## src/rtl/address_arbiter_mux.sv

```systemverilog
// Registered address selector for the shared memory port: arbitrates CHANNELS requesters,
// holds the winner's address for ACC_CYCLES cycles and pulses done to the winner.
module address_arbiter_mux #(
    parameter int unsigned WIDTH      = 5,
    parameter int unsigned CHANNELS   = 2,
    parameter int unsigned ACC_CYCLES = 1,
    parameter int unsigned RR_MODE    = 0
) (
    input  logic                         clk,
    input  logic                         rst,
    input  logic [CHANNELS-1:0]          req,
    input  logic [CHANNELS*WIDTH-1:0]    addr_in,
    output logic [WIDTH-1:0]             addr_out,
    output logic                         addr_valid,
    output logic [CHANNELS-1:0]          grant,
    output logic [CHANNELS-1:0]          done,
    output logic                         busy
);

    localparam int unsigned CW = $clog2(ACC_CYCLES) + 1;
    localparam int unsigned PW = $clog2(CHANNELS);

    typedef enum logic {IDLE, ACCESS} state_t;

    state_t              state;
    state_t              state_next;
    logic [CW-1:0]       count;
    logic [PW-1:0]       ptr;
    logic [CHANNELS-1:0] cand;
    logic                found;
    logic [PW-1:0]       win;
    logic                last;
    int unsigned         idx;

    // Arbitration runs in IDLE and in the last ACCESS cycle; the current owner is masked.
    always_comb begin
        last  = (state == ACCESS) && (count == '0);
        cand  = '0;
        if (state == IDLE)
            cand = req;
        else if (last)
            cand = req & ~grant;
        found = 1'b0;
        win   = '0;
        idx   = 0;
        for (int unsigned k = 0; k < CHANNELS; k++) begin
            idx = (RR_MODE != 0) ? ((32'(ptr) + k) % CHANNELS) : k;
            if (!found && cand[idx[PW-1:0]]) begin
                found = 1'b1;
                win   = idx[PW-1:0];
            end
        end
    end

    always_ff @(posedge clk) begin
        if (rst) begin
            state    <= IDLE;
            addr_out <= '0;
            grant    <= '0;
            count    <= '0;
            ptr      <= '0;
        end else begin
            state <= state_next;
            if (found) begin
                addr_out <= addr_in[win*WIDTH +: WIDTH];
                grant    <= {{(CHANNELS-1){1'b0}}, 1'b1} << win;
                count    <= CW'(ACC_CYCLES - 1);
                if (RR_MODE != 0)
                    ptr <= (win == PW'(CHANNELS - 1)) ? '0 : win + 1'b1;
            end else if (last) begin
                grant <= '0;
            end else if (state == ACCESS) begin
                count <= count - 1'b1;
            end
        end
    end

    always_comb begin
        state_next = state;
        if (state == IDLE) begin
            if (found)
                state_next = ACCESS;
        end else begin
            if (last && !found)
                state_next = IDLE;
        end
    end

    always_comb begin
        addr_valid = (state == ACCESS);
        busy       = (state == ACCESS);
        done       = last ? grant : '0;
    end

endmodule
```

## config.mk

```make
export PLATFORM = sky130hd
export DESIGN_NAME = address_arbiter_mux
export DESIGN_NICKNAME = d
export VERILOG_FILES = /design/src/rtl/address_arbiter_mux.sv
export SDC_FILE = /design/constraint.sdc
export NUM_CORES = 1
export LEC_CHECK = 0
export ABC_AREA = 1
export ABC_CLOCK_PERIOD_IN_PS = 1000
export CORE_MARGIN = 3
export CORE_UTILIZATION = 33
export CTS_BUF_LIST = sky130_fd_sc_hd__clkbuf_16
export CTS_CLUSTER_SIZE = 14
export DETAILED_ROUTE_END_ITERATION = 12
export PLACE_DENSITY = 0.72
export SYNTH_ARGS = -nofsm -noshare
export SYNTH_HDL_FRONTEND = slang
export SYNTH_SLANG_ARGS = --single-unit
```

## constraint.sdc

```tcl
create_clock -name clk -period 1 [get_ports clk]
set_input_delay 0.3 -clock clk [delete_from_list [all_inputs] [get_ports clk]]
set_output_delay 0.3 -clock clk [all_outputs]
set_load 0.02 [all_outputs]
```

==> impl_metrics.tcl <==
set metrics [dict create \
    vias 624 \
    power_frac_comb_pct 26.5 \
    switching_power_mw 0.413 \
    core_sq_um 1320 \
    via_per_inst 5.11 \
    globalplace.congestion 0.749 \
    synth-compound-area-share_pct 13.8 \
    grt_usage_pct 20.9 \
    cts-root-buf "clkbuf_16" \
    drc 0 \
    grt_overflow_total 0 \
    seqPwrFrac_pct 27.1 \
    min_period_ns 1.21 \
    cp_slowest_stage_delay_ns 0.35 \
    ys_ff_latch 9 \
    crit_path_end_kind "primary output" \
    numCtsBuffers 3 \
    dieHeight_um 43.8 \
    cp.arrival_ns 0.91 \
    synth-simple-area-share_pct 32.1 \
    cp_max_fo 7 \
    power_density_nw_per_um2 1390 \
    p_clk_share_pct 46.4 \
    synth.net_count 82 \
    yosys_warnings 0 \
    die_w_um 43.8 \
    slew-limit-headroom_pct 76.0 \
    sw_frac_of_total_pct 27.1 \
    max_slew.worst_pin.slew_ns 0.360 \
    cts.sinks 9 \
    max-clock-path-buffers 2 \
    min_period_over_period_pct 121 \
    path_cells "buf_6 -> buf_6" \
    ant_nets 0 \
    vdd_drop_max_mv 1.05 \
    cp.required_ns 0.70 \
    grt_antenna_before_repair 0 \
    hold_class "reg2reg" \
    dpl.hpwl_um 943 \
    p_int_mw 1.11 \
    die_area_sq_um 1920 \
    grt_pass1_wl_um 2840 \
    tritoncts "yes" \
    ys_seq_area_share_pct 38.2 \
    violations "negative setup slack" \
    mostFrequentLayoutCell "buf_6" \
    synthXorXnorAreaFrac_pct 0 \
    clock_skew_ns 0.00261 \
    crit_slowest_cell "dfxtp_4" \
    start_util_pct 35.8 \
    grt_max_degree 8 \
    antennaDiodeCount 0 \
    path_class "reg2out" \
    finalWorstSetupSlack_ns -0.208 \
    status "finished with violations" \
    synth_top_family_by_area "simple AND/OR/NAND/NOR gates" \
    syn_area_per_cell_sq_um 6.94 \
    finalPower_mw 1.52 \
    syn_inst 68 \
    wire_per_inst_um 15.4 \
    rows 13 \
    io_pins 25 \
    cp_common_cell "buf_6" \
    crit_path_start_kind "flop" \
    synth.area.mux_share_pct 0 \
    syn_to_final_growth_pct 132 \
    fin_util_pct 83.1 \
    final_max_slew_viol_count 0 \
    first_iter_violations 7 \
    drv_cap 0 \
    syn_area_sq_um 472 \
    final_cell_mix "buf_6, inv_1, nand2_1, clkdlybuf4s50_1, buf_4" \
    synthDistinctLibCells 13 \
    total_leakage_power_nw 0.489 \
    finalHoldViolCount 0 \
    firstDrtPassIters 3 \
    setup-violations-final 15 \
    nets 122 \
    setup_tns_ns -1.94 \
    htree_levels 1 \
    grt_pass1_vias 641 \
    drt_wl_total_um 1880 \
    clkTransAtPathRegs_ns 0.04 \
    synth-adder-area-share_pct 0 \
    numPortBuffers 24 \
    post-place-ws_ns -0.519 \
    fmax_mhz 827 \
    hold_buffers 0 \
    rsz0062_at_grt "true" \
    drive_gt1_share_pct 59.8 \
    clk_latency_ns 0.24 \
]
[metrics by stage]
step / instance area, sq um / hold WS (ns) / instances
floorplan: 500 / 0.362 / 68
global route: 1090 / 0.597 / 122
finish: 1090 / 0.563 / 122
detailed placement: 797 / 0.541 / 113
CTS: 1030 / 0.557 / 120
global placement: 797 / 0.533 / 113
[synthesized netlist by cell type]
master   count  area share (%)
nand2_1     16              13
inv_1       12             9.5
dfxtp_1      9              38
a21oi_1      8             8.5
nand3_1      7             7.4
o21ai_0      5             5.3
buf_6        2             4.8
nand3_2      2             4.2
nand4_1      2             2.7
nor2_1       2             1.6
buf_4        1             1.6
nand2_2      1             1.3
nor3_2       1             2.1
[power groups by stage]
stage / clock network (mW) / registers, mW / logic [mW]
CTS: 0.707 / 0.407 / 0.360
detailed placement: 0 / 0.407 / 0.297
global placement: 0 / 0.406 / 0.293
global route: 0.743 / 0.415 / 0.427
finish: 0.705 / 0.412 / 0.404
floorplan: 0 / 0.446 / 0.112
[sequential cells by signal, summed over array words and instances, names as in the netlist]
signal      flops
addr_out        5
count           1
addr_valid      1
grant           2
[path summary, 6_finish.rpt]
| check | end | startpoint | cells after the start | slack [ns] |
|---|---|---|---|---|
| worst max-delay path | busy | addr_valid | 2 | -0.21 |
| worst min-delay path | addr_out[1] | addr_out[1] | 4 | 0.56 |
| worst max register to register | addr_out[3] | addr_valid | 5 | -0.14 |
| worst min register to register | addr_out[1] | addr_out[1] | 4 | 0.56 |
[layout make-up]
class	count	area, sq um
multi-input cells	46	409
repair buffers	36	349
fillers	88	223
flip-flops and latches	9	194
clock buffers	3	75.1
inverters	12	45.0
well taps	15	18.8
clock inverters	1	3.75
[logic make-up (layout without fill, tap and decap cells)]
logic type,after synthesis,after routing
simple gates,31,33
buf+inv,15,52
compound gates,13,13
flops,9,9
[critical path, delay by kind of cell, from the launching register on]
family,cells,cell delay (ns)
flip-flops,1,0.35
buffers and inverters,2,0.32
[repair_timing]
item / CTS / global route
cloned: 2 / 0
pin swaps: 6 / 3
gates resized for setup: 97 / 15
endpoints found under the hold margin: 0 / 0
endpoints found under the setup margin: 20 / 19
setup buffers: 1 / 2
[routing by layer]
| metal | GRT usage, % | routed length, um | share of wire [%] |
|---|---|---|---|
| met1 | 22.0 | 726 | 39 |
| met2 | 36.9 | 1020 | 54 |
| met3 | 6.22 | 95 | 5.0 |
| met4 | 10.8 | 46 | 2.4 |
| met5 | 0 | 0 | 0 |
Note: power is estimated with default switching activity, not from simulation.
